$ cat config.mk
export PLATFORM = sky130hd
export DESIGN_NAME = ga_fitness_scheduler
export DESIGN_NICKNAME = d
export VERILOG_FILES = /design/src/rtl/ga_fitness_scheduler.sv
export SDC_FILE = /design/constraint.sdc
export NUM_CORES = 1
export LEC_CHECK = 0
export BUFFER_PORTS_ARGS = -buffer_cell sky130_fd_sc_hd__buf_2
export CORE_AREA = 5 5 93 95
export CTS_CLUSTER_DIAMETER = 100
export CTS_CLUSTER_SIZE = 40
export DETAILED_ROUTE_END_ITERATION = 7
export DIE_AREA = 0 0 98 100
export GPL_TIMING_DRIVEN = 0
export PLACE_DENSITY = 0.68
export SLEW_MARGIN = 20
export SYNTH_ARGS = -nofsm -noshare
export SYNTH_HDL_FRONTEND = slang
export SYNTH_SLANG_ARGS = --single-unit
$ cat constraint.sdc
create_clock -name clk -period 5.85 [get_ports clk]
set_clock_uncertainty 0.1 [all_clocks]
set_input_delay 1.17 -clock clk [delete_from_list [all_inputs] [get_ports clk]]
set_output_delay 1.17 -clock clk [all_outputs]
set_load 0.03 [all_outputs]
$ cat src/rtl/ga_fitness_scheduler.sv
// Sequences fitness evaluation of a GA population through one shared distance unit,
// writing each result to the fitness table and tracking the lowest-distance member.
module ga_fitness_scheduler #(
  parameter int POP_SIZE = 10,
  parameter int IDX_W    = 4,
  parameter int DIST_W   = 16,
  parameter int TIMEOUT  = 64,
  parameter int TMR_W    = 7
) (
  input  logic              clk,
  input  logic              rst_n,
  input  logic              start,
  output logic              busy,
  output logic              done,
  output logic              dist_start,
  output logic [IDX_W-1:0]  mem_idx,
  input  logic              dist_done,
  input  logic [DIST_W-1:0] dist_value,
  output logic              fit_we,
  output logic [IDX_W-1:0]  fit_addr,
  output logic [DIST_W-1:0] fit_data,
  output logic [IDX_W-1:0]  best_idx,
  output logic [DIST_W-1:0] best_dist,
  output logic              timeout_err
);

  typedef enum logic [2:0] {
    S_IDLE,
    S_ISSUE,
    S_WAIT,
    S_WRITE,
    S_FINISH
  } state_e;

  localparam logic [IDX_W-1:0] LAST_IDX  = IDX_W'(POP_SIZE - 1);
  localparam logic [TMR_W-1:0] TMR_LIMIT = TMR_W'(TIMEOUT - 1);

  state_e              state_q, state_d;
  logic                start_q;
  logic [IDX_W-1:0]    idx_q, idx_d;
  logic [TMR_W-1:0]    timer_q, timer_d;
  logic [DIST_W-1:0]   val_q, val_d;
  logic [IDX_W-1:0]    best_idx_q, best_idx_d;
  logic [DIST_W-1:0]   best_dist_q, best_dist_d;
  logic                terr_q, terr_d;
  logic                trigger;

  assign trigger = start & ~start_q;

  always_ff @(posedge clk or negedge rst_n) begin
    if (!rst_n) begin
      state_q     <= S_IDLE;
      start_q     <= 1'b0;
      idx_q       <= '0;
      timer_q     <= '0;
      val_q       <= '0;
      best_idx_q  <= '0;
      best_dist_q <= '1;
      terr_q      <= 1'b0;
    end else begin
      state_q     <= state_d;
      start_q     <= start;
      idx_q       <= idx_d;
      timer_q     <= timer_d;
      val_q       <= val_d;
      best_idx_q  <= best_idx_d;
      best_dist_q <= best_dist_d;
      terr_q      <= terr_d;
    end
  end

  // A result arriving on the timeout cycle beats the timeout; a timed-out member scores all ones.
  always_comb begin
    state_d     = state_q;
    idx_d       = idx_q;
    timer_d     = timer_q;
    val_d       = val_q;
    best_idx_d  = best_idx_q;
    best_dist_d = best_dist_q;
    terr_d      = terr_q;

    case (state_q)
      S_IDLE: begin
        if (trigger) begin
          idx_d       = '0;
          best_idx_d  = '0;
          best_dist_d = '1;
          terr_d      = 1'b0;
          state_d     = S_ISSUE;
        end
      end
      S_ISSUE: begin
        timer_d = '0;
        state_d = S_WAIT;
      end
      S_WAIT: begin
        timer_d = timer_q + TMR_W'(1);
        if (dist_done) begin
          val_d   = dist_value;
          state_d = S_WRITE;
        end else if (timer_q == TMR_LIMIT) begin
          val_d   = '1;
          terr_d  = 1'b1;
          state_d = S_WRITE;
        end
      end
      S_WRITE: begin
        if (val_q < best_dist_q) begin
          best_dist_d = val_q;
          best_idx_d  = idx_q;
        end
        if (idx_q == LAST_IDX) begin
          state_d = S_FINISH;
        end else begin
          idx_d   = idx_q + IDX_W'(1);
          state_d = S_ISSUE;
        end
      end
      S_FINISH: begin
        state_d = S_IDLE;
      end
      default: begin
        state_d = S_IDLE;
      end
    endcase
  end

  assign busy        = (state_q != S_IDLE);
  assign done        = (state_q == S_FINISH);
  assign dist_start  = (state_q == S_ISSUE);
  assign fit_we      = (state_q == S_WRITE);
  assign mem_idx     = idx_q;
  assign fit_addr    = idx_q;
  assign fit_data    = val_q;
  assign best_idx    = best_idx_q;
  assign best_dist   = best_dist_q;
  assign timeout_err = terr_q;

endmodule
Yosys cells after proc, flatten, opt, wreduce, memory -nomap -nowiden

Cells that the tools add are included.

Flip-flop bits (word level): 52
Latch bits: 0
RAM bits: 0
Memory bits (read-only): 0
Bits of input ports: 20
Output and inout bits: 49
Word-level logic and storage cells: 56
Memories kept: 0

Add/sub/neg operators: 2
$mul: 0
Divide/modulo/power cells: 0
$lt $le $gt $ge: 1
Equality and inequality tests: 12
Shift-type cells: 0
Muxes and demuxes: 20
Bitwise gates (word level): 2
Reduce and logical (&&, ||, !) cells: 11

Operator list:

| cell                                                             | number |
|---|---|
| 16-bit two-way mux                                               | 4 |
| 16-bit one-hot mux with 2 select lines                           | 1 |
| 16-bit < comparator                                              | 1 |
| 4-bit one-hot mux with 2 select lines                            | 2 |
| 7-bit one-hot mux with 2 select lines                            | 1 |
| 3-bit two-way mux                                                | 4 |
| 4-bit two-way mux                                                | 3 |
| 3-bit one-hot mux with 4 select lines                            | 1 |
| 2-bit != test (second input constant)                            | 4 |
| 2-bit nonzero test                                               | 4 |
| 7-bit by 1-bit adder with 7-bit output (second input constant)   | 1 |
| 7-bit by 6-bit == test with 1-bit output (second input constant) | 1 |
| 3-bit by 2-bit == test with 1-bit output (second input constant) | 2 |
| 3-bit AND reduction                                              | 2 |
| 4-bit by 1-bit adder with 4-bit output (second input constant)   | 1 |
| 4-bit == test (second input constant)                            | 1 |
| 2-bit AND reduction                                              | 2 |
| 4-bit AND reduction                                              | 1 |
| 3-bit by 1-bit == test with 1-bit output (second input constant) | 1 |
| 3-bit == test (second input constant)                            | 1 |
| 3-bit logical NOT                                                | 1 |
| 1-bit two-way mux                                                | 3 |
| 3-bit != test (second input constant)                            | 1 |
| 3-bit nonzero test                                               | 1 |
| other kinds (4)                                                  | 4 |

Depth between registers and ports, before layout

Gate-level depths: netlist of the first run.

Depth after elaboration: 4
Gate-level depth with buffers: 9
Gate-level depth less buffers: 7

Worst setup path before layout of the first run

OpenSTA, ideal clock, no wires.

Path kind: input to register
From: input port start
To: register best_dist_q[10] (netlist: best_dist[10])
Setup time: 75 ps
Arrival time: 2632 ps
Required time: 5675 ps
Path slack: 3043 ps
Cell stages on the path: 7
Buffers on the path: 2
Cells stage by stage: or4b_4 > a21oi_4 > o2111ai_2 > a211o_1 > buf_6 > buf_12 > mux2i_1

Word-level cells in the longest chain between the ends: 3

Ends and longest elaborated chain:

| what                          | RTL line | source |
|---|---|---|
| start: declaration            | 12       | `input logic start,` |
| 1-bit AND                     | 48       | `assign trigger = start & ~start_q;` |
| 2-bit != test (no line)       | n/a      |  |
| 3-bit AND reduction (no line) | n/a      |  |
| end signal: assignment        | 67       | `best_dist_q <= best_dist_d;` |
| end: declaration              | 44       | `logic [DIST_W-1:0] best_dist_q, best_dist_d;` |

Every way passes these cells.
A chain may end at the register's enable or synchronous reset.

Worst setup path in the final report of the first run

From: register state_q[1]
To: output port dist_start

Word-level cells in the longest chain between the ends: 1

Ends and longest elaborated chain:

| what                                     | RTL line | source |
|---|---|---|
| start: declaration                       | 38       | `state_e state_q, state_d;` |
| start signal: assignment                 | 61       | `state_q <= state_d;` |
| 3-bit by 1-bit == test with 1-bit output | 130      | `assign dist_start = (state_q == S_ISSUE);` |
| end: declaration                         | 15       | `output logic dist_start,` |

Every way passes these cells.

==> results.tsv, run 1 <==
metric	value	unit
grt total ovfl	0	
Worst VDD drop	0.1891	mV
synth top area cells	dfrtp_1 33%, dfstp_2 15%, ha_1 8.2%	
Avg Inst Size Synth	10.52	sq um
Inserted Clock Buffers	5	
initial detailed-routing violation count	39	
fmax	343.6	MHz
post-synth top area cell	dfrtp_1	
input/output buffers	68	
Post-CTS Hold Buffers	0	
Worst-Margin Slew	0.6474	ns
leakage power total	1.741	nW
flops & latches, synth	52	
status	finished, final reports clean	
Max Cap Violations	0	
slew margin rel.	0.5684	
Min Hold Slack	0.3975	ns
Final Hold Viols	0	
first-pass GRT wire length	10.68	mm
Nets	374	
Synth Cell Area	2746	sq um
Cells after Synth	261	
final setup fails	0	
hold_sp	timer_q[6]$_DFFE_PN0N_	
CP required	4.58	ns
P_sw	0.7687	mW
DRC viols	0	
clk buf depth	2	
WL per Instance	14.28	um
Starting Density	0.3591	
total iterations of the first detailed-routing run	4	
compound-gate portion of the synthesized area	0.1271	
antenna cells	0	
Die Span Y	100	um
Final min period	2.910	ns
total core area	7647	sq um
initial antenna violation count	0	
hold path depth	1	
Main synth FF type	dfrtp_1	
Die ar.	9800	sq um
Clk pwr share	0.124	
combinational power share	0.533	
placed cells	431	
critical path class	reg2out	
Switching Share	0.4568	
CTS Sinks	52	
number of synthesized flops with an enable pin	0	
synth unique cells	40	
synth warn	0	
Vias/cell	4.852	
detailed placer's ending HPWL	4.762	mm
Hold Path End	timer_q[6]$_DFFE_PN0N_	
RSZ-0062 raised after global routing	false	
CTS tree	built	
largest family of logic cells by synthesized area	simple AND/OR/NAND/NOR gates	
Crit Path Max Fanout	10	
largest net degree at the start of global routing	53	
Layout Cells excl Fill	439	
mux share of post-synthesis cell area	0.07289	
fraction of layout cells with a size suffix above 1	0.3234	
I/O pin cnt	69	
Skew-Pair Late Insertion Delay	0.29	ns
Post-CTS Setup Inserts	0	
# rows	32	
pins over their slew limit	0	
crit path DAT	1.64	ns
reg-to-reg endpoint	best_dist[11]$_DFFE_PN1P_	
Sequential Power Share	0.343	
register area share after synthesis	0.4811	
hold crit path type	reg2reg	
R2R Setup Slk	3.22	ns
Internal Power	0.9142	mW
Reg2Reg Depth	9	
Tcrit/Tclk final	0.4975	
clk slew on worst S/H paths	0.09	ns
pre-CTS setup slack	2.768	ns
Total Wirelength	6.267	mm
CTS H-tree depth	2	
post-synthesis adder-cell area fraction	0.08200	
# resized after CTS	0	
Synth Area in XOR/XNOR	0.006378	
Root Buffer	clkbuf_8	
Synth async-reset ratio	1.000	
die width	98	um
area growth from synthesis to layout	20.41	%
share of the synthesized area in the top cell type	0.3280	
total track usage	0.1331	
vias in the first global route	2262	
Setup crit start kind	flop	
simple-gate share of the synthesized area	0.1494	
Final GP Congestion	0.7689	
via count	2130	
total power per unit cell area	508.9	nW/um^2
Critical R2R Launch	best_dist[15]$_DFFE_PN1P_	
Worst Setup End Kind	primary output	
antenna-violating nets left	0	
Fillers	752	
Final WS setup	2.940	ns
setup TNS	0	ns
syn nets	299	
[how the worst max path moves through the flow]
stage	to	cells after the start	from
floorplan	best_dist[10]$_DFFE_PN1P_	7	start
global placement	best_dist[12]$_DFFE_PN1P_	8	start
detailed placement	best_dist[7]$_DFFE_PN1P_	8	start
CTS	dist_start	4	state_q[1]$_DFFE_PN0P_
global route	dist_start	4	state_q[1]$_DFFE_PN0P_
finish	dist_start	4	state_q[1]$_DFFE_PN0P_
[worst max-delay path: stages, from the launching register on]
cell and delay, ns:
dfrtp_1 0.38, buf_6 0.13, or3b_2 0.53, inv_1 0.10, buf_2 0.20
[cell usage after synthesis, types with 6 or more instances]
| cell type | n |
|---|---|
| dfstp_2 | 16 |
| a21oi_1 | 6 |
| buf_6 | 7 |
| nand2_1 | 19 |
| ha_1 | 18 |
| nor2_1 | 42 |
| o22a_1 | 16 |
| inv_1 | 23 |
| mux2i_1 | 20 |
| dfrtp_1 | 36 |
[registers in the layout (all words and copies together) (netlist names)]
register and flops:
best_dist 16, best_idx 4, fit_addr 4, fit_data 16
start_q 1, state_q 3, timeout_err 1, timer_q 7
[cell families after synthesis]
family,after synthesis
AND/OR/NAND/NOR,88
flip-flops,52
AO/OA/AOI/OAI,44
buffers and inverters,37
multiplexers,20
adder cells (fa/ha/maj),18
XOR/XNOR,2
[power by group through the flow]
| stage | combinational [mW] | sequential, mW | clock [mW] |
|---|---|---|---|
| 3_5_place_dp | 0.910 | 0.585 | 0 |
| 5_1_grt | 0.990 | 0.596 | 0.231 |
| 4_1_cts | 0.913 | 0.579 | 0.216 |
| 2_1_floorplan | 0.498 | 0.741 | 0 |
| 3_3_place_gp | 0.890 | 0.581 | 0 |
| 6_report | 0.897 | 0.577 | 0.209 |
[layout by cell type (no fill, tap or decap), types with 4 or more instances in the layout]
cell type and n:
dfrtp_1 36, dfstp_2 16, clkbuf_8 6, buf_2 67, o22a_1 16, buf_4 5, a21oi_1 6, buf_6 7
ha_1 18, nor2_1 42, nand2_1 19, o21ai_0 5, mux2i_1 20, clkbuf_1 4, nand3_1 5, inv_1 23
nor3_1 5
[layout make-up]
type | count | area, sq um | area share
sequential | 52 | 1321 | 0.3995
multi-input combinational | 172 | 1202 | 0.3636
timing repair buffer | 68 | 342.8 | 0.1037
buffer | 14 | 136.4 | 0.04124
tap | 102 | 127.6 | 0.03859
clock buffer | 8 | 90.09 | 0.02724
inverter | 23 | 86.33 | 0.02611
[routing by layer]
layer | vias up | global-route usage | routed length (um)
li1 | 1050 | - | -
met1 | 1031 | 0.1614 | 2814
met2 | 44 | 0.2403 | 3132
met3 | 5 | 0.02988 | 274
met4 | 0 | 0.03195 | 44
met5 | - | 0 | 0
[stage by stage]
| step | cell area [sq um] | utilization | total power, mW |
|---|---|---|---|
| after floorplan | 2746 | - | 1.239 |
| after global placement | 3214 | 0.4203 | 1.471 |
| after detailed placement | 3217 | 0.4206 | 1.496 |
| after CTS | 3307 | 0.4324 | 1.708 |
| after global routing | 3307 | 0.4324 | 1.817 |
| final | 3307 | 0.4324 | 1.683 |
(Power assumes the default switching activity.)
==> run 2, diff against run 1 <==
Settings changed: ABC_AREA set to 1, CORE_AREA 5 5 93 95 to 5 5 94 96, DIE_AREA 0 0 98 100 to 0 0 99 101, PLACE_DENSITY 0.68 to 0.7.
Clock period 5.85 ns to 2.58 ns, I/O delays scaled along.
==> run 2 against run 1 <==
Setup slack lost 2.7 ns. Worst hold slack lost 0.26 ns. Power grew to 3.2 times the previous value. Sequential power grew to 2.8 times the previous value. Sequential share of layout area shrank 1.1 points. Die area grew 2.0%. Cell count grew 19%. Sequential cell count is the same. Via count grew 15%. Final area grew 3.0%. Clock power grew to 3.0 times the previous value. Largest cell class unchanged.
==> results.tsv, run 2 <==
metric	value	unit	change
status	finished, final reports clean		
most frequent cells in the layout	74 x nand2_1, 68 x buf_2, 51 x inv_1, 37 x nor2_1, 36 x dfrtp_1		
CTS Sinks	52		unchanged
Setup crit start kind	flop		
R2R Setup Slk	0.32	ns	-2.90 ns
pins over their slew limit	0		unchanged
input/output buffers	68		unchanged
CP required	1.96	ns	-2.62 ns
antenna-violating nets left	0		unchanged
clk slew on worst S/H paths	0.10	ns	about the same
Reg2Reg Depth	12		+3
total core area	7969	sq um	+4.2%
Min Hold Slack	0.1339	ns	-0.2635 ns
detailed placer's ending HPWL	5.253	mm	+10%
Tcrit/Tclk final	0.9177		
setup TNS	0	ns	unchanged
end of the critical path	fit_we		
Critical R2R Launch	best_dist[11]$_DFFE_PN1P_		
number of synthesized flops with an enable pin	0		unchanged
Crit Path Max Fanout	19		+9
Worst Setup End Kind	primary output		
clk buf depth	2		unchanged
CP Cell Sequence	nand3_1 -> clkinv_1 -> buf_2		
Worst-Margin Slew	0.6621	ns	+0.01470 ns
Final min period	2.368	ns	
Avg Inst Size Synth	8.162	sq um	-22%
Inserted Clock Buffers	5		unchanged
# rows	33		+3.1%
area growth from synthesis to layout	21.26	%	
synth unique cells	29		-28%
Crit-path slowest cell	clkinv_1		
register area share after synthesis	0.4706		-0.01051
most common cell in the netlist	nand2_1		
Max Cap Violations	0		unchanged
Worst VDD drop	0.6144	mV	+220%
Main synth FF type	dfrtp_1		
Final Hold Viols	0		unchanged
first-pass GRT wire length	11.80	mm	+10%
share of the synthesized area in the top cell type	0.3209		-0.007163
compound-gate portion of the synthesized area	0.07709		-0.05001
CP delay by family, top	buffers and inverters		
CTS tree	built		
via count	2439		+15%
Root Buffer	clkbuf_8		
Total Wirelength	6.968	mm	+11%
total iterations of the first detailed-routing run	6		+2
slowest stage delay, CP	0.49	ns	-0.04 ns
Post-CTS Hold Buffers	0		unchanged
Synth Area in XOR/XNOR	0		-0.006378
initial antenna violation count	0		unchanged
synth warn	0		unchanged
syn nets	382		+28%
placed cells	517		+20%
# resized after CTS	0		unchanged
simple-gate share of the synthesized area	0.2656		+0.1162
final setup fails	0		unchanged
initial detailed-routing violation count	122		+210%
die width	99	um	+1.0%
WL per Instance	13.30	um	-6.9%
leakage power total	1.851	nW	+6.3%
post-synthesis adder-cell area fraction	0.08021		-0.001791
DRC viols	0		unchanged
CP Depth	3		-1
crit path DAT	1.75	ns	+0.11 ns
I/O pin cnt	69		unchanged
top cells by count, synth	74 x nand2_1, 51 x inv_1, 37 x nor2_1		
Cells after Synth	344		+32%
total track usage	0.1467		+0.01358
Post-CTS Setup Inserts	0		unchanged
reg-to-reg endpoint	best_dist[6]$_DFFE_PN1P_		
CTS H-tree depth	2		unchanged
fmax	422.4	MHz	
synth top area cells	dfrtp_1 32%, dfstp_2 15%, nand2_1 9.9%		
Synth Cell Area	2808	sq um	+2.2%
Final GP Congestion	0.8037		+4.5%
Skew-Pair Late Insertion Delay	0.31	ns	+0.02 ns
Starting Density	0.3523		-0.006798
post-synth top area cell	dfrtp_1		
Die Span Y	101	um	+1.0%
antenna cells	0		unchanged
fraction of layout cells with a size suffix above 1	0.2840		-0.03943
RSZ-0062 raised after global routing	false		
Vias/cell	4.655		-4.1%
mux share of post-synthesis cell area	0.004011		-0.06888
Nets	456		+22%
leading cell type in the layout, fill and taps excluded	nand2_1		
total power per unit cell area	1586	nW/um^2	+210%
largest net degree at the start of global routing	53		unchanged
grt total ovfl	0		unchanged
hold crit path type	in2async		
flops & latches, synth	52		unchanged
Die ar.	9999	sq um	+2.0%
slew margin rel.	0.5586		-0.009800
Synth async-reset ratio	1.000		unchanged
Worst setup startpoint	state_q[0]$_DFFE_PN0P_		
critical path class	reg2out		
Layout Cells excl Fill	524		+19%
largest family of logic cells by synthesized area	simple AND/OR/NAND/NOR gates		
WP buf/inv	2		-1
vias in the first global route	2473		+9.3%
==> run 2: cell count changes after synthesis, moves of 3 or more <==
cell	change
a21o_1	-3
a21oi_1	+27
buf_6	-6
inv_1	+28
mux2i_1	-20
nand2_1	+55
nand2_2	+14
nand3_1	+26
nor2_1	-5
nor3_1	-3
o22a_1	-16
==> run 2: kinds of logic (layout without fill, tap and decap cells) <==
group / Yosys count / count (layout)
simple gates: 165 / 165
fa+ha+maj: 18 / 18
flops: 52 / 52
compound gates: 42 / 42
buf+inv: 66 / 141
mux: 1 / 1
==> run 2: metrics by stage <==
stage                 util  cell area (sq um)  setup WS, ns  total power, mW
floorplan                -               2808        0.4253            3.964
CTS                 0.4272               3405        0.1278            5.475
global route        0.4272               3405       0.01359            5.898
finish              0.4272               3405        0.2124            5.400
detailed placement  0.4118               3282        0.3351            4.845
global placement    0.4115               3279        0.3607            4.739
==> run 2: cell type report <==
| type | count | area, sq um |
|---|---|---|
| Fill cell | 833 | 4564 |
| Inverter | 54 | 202.7 |
| Buffer | 11 | 81.33 |
| Multi-Input combinational cell | 226 | 1199 |
| Clock buffer | 7 | 96.34 |
| Tap cell | 105 | 131.4 |
| Clock inverter | 1 | 30.03 |
| Timing Repair Buffer | 68 | 342.8 |
| Sequential cell | 52 | 1321 |
==> run 2: metal layers <==
layer / track usage / vias to the layer above / wire (um)
li1: - / 1224 / -
met5: 0 / - / 0
met4: 0.03466 / 0 / 70
met2: 0.2624 / 73 / 3570
met3: 0.03529 / 6 / 461
met1: 0.1780 / 1136 / 2865
==> run 2: worst min path at each step <==
| stage | to | from | slack, ns |
|---|---|---|---|
| final | fit_data[3]$_DFFE_PN0P_ | rst_n | 0.13 |
| after global routing | fit_data[7]$_DFFE_PN0P_ | rst_n | 0.19 |
| after CTS | fit_data[3]$_DFFE_PN0P_ | rst_n | 0.15 |
| after detailed placement | best_dist[10]$_DFFE_PN1P_ | best_dist[10]$_DFFE_PN1P_ | 0.38 |
| after global placement | best_dist[13]$_DFFE_PN1P_ | best_dist[13]$_DFFE_PN1P_ | 0.38 |
| after floorplan | best_idx[0]$_DFFE_PN0P_ | rst_n | 0.12 |
==> run 2: power breakdown <==
part           switching, mW  internal, mW
Combinational           2.14          1.04
Clock                  0.275         0.343
Sequential             0.307          1.29
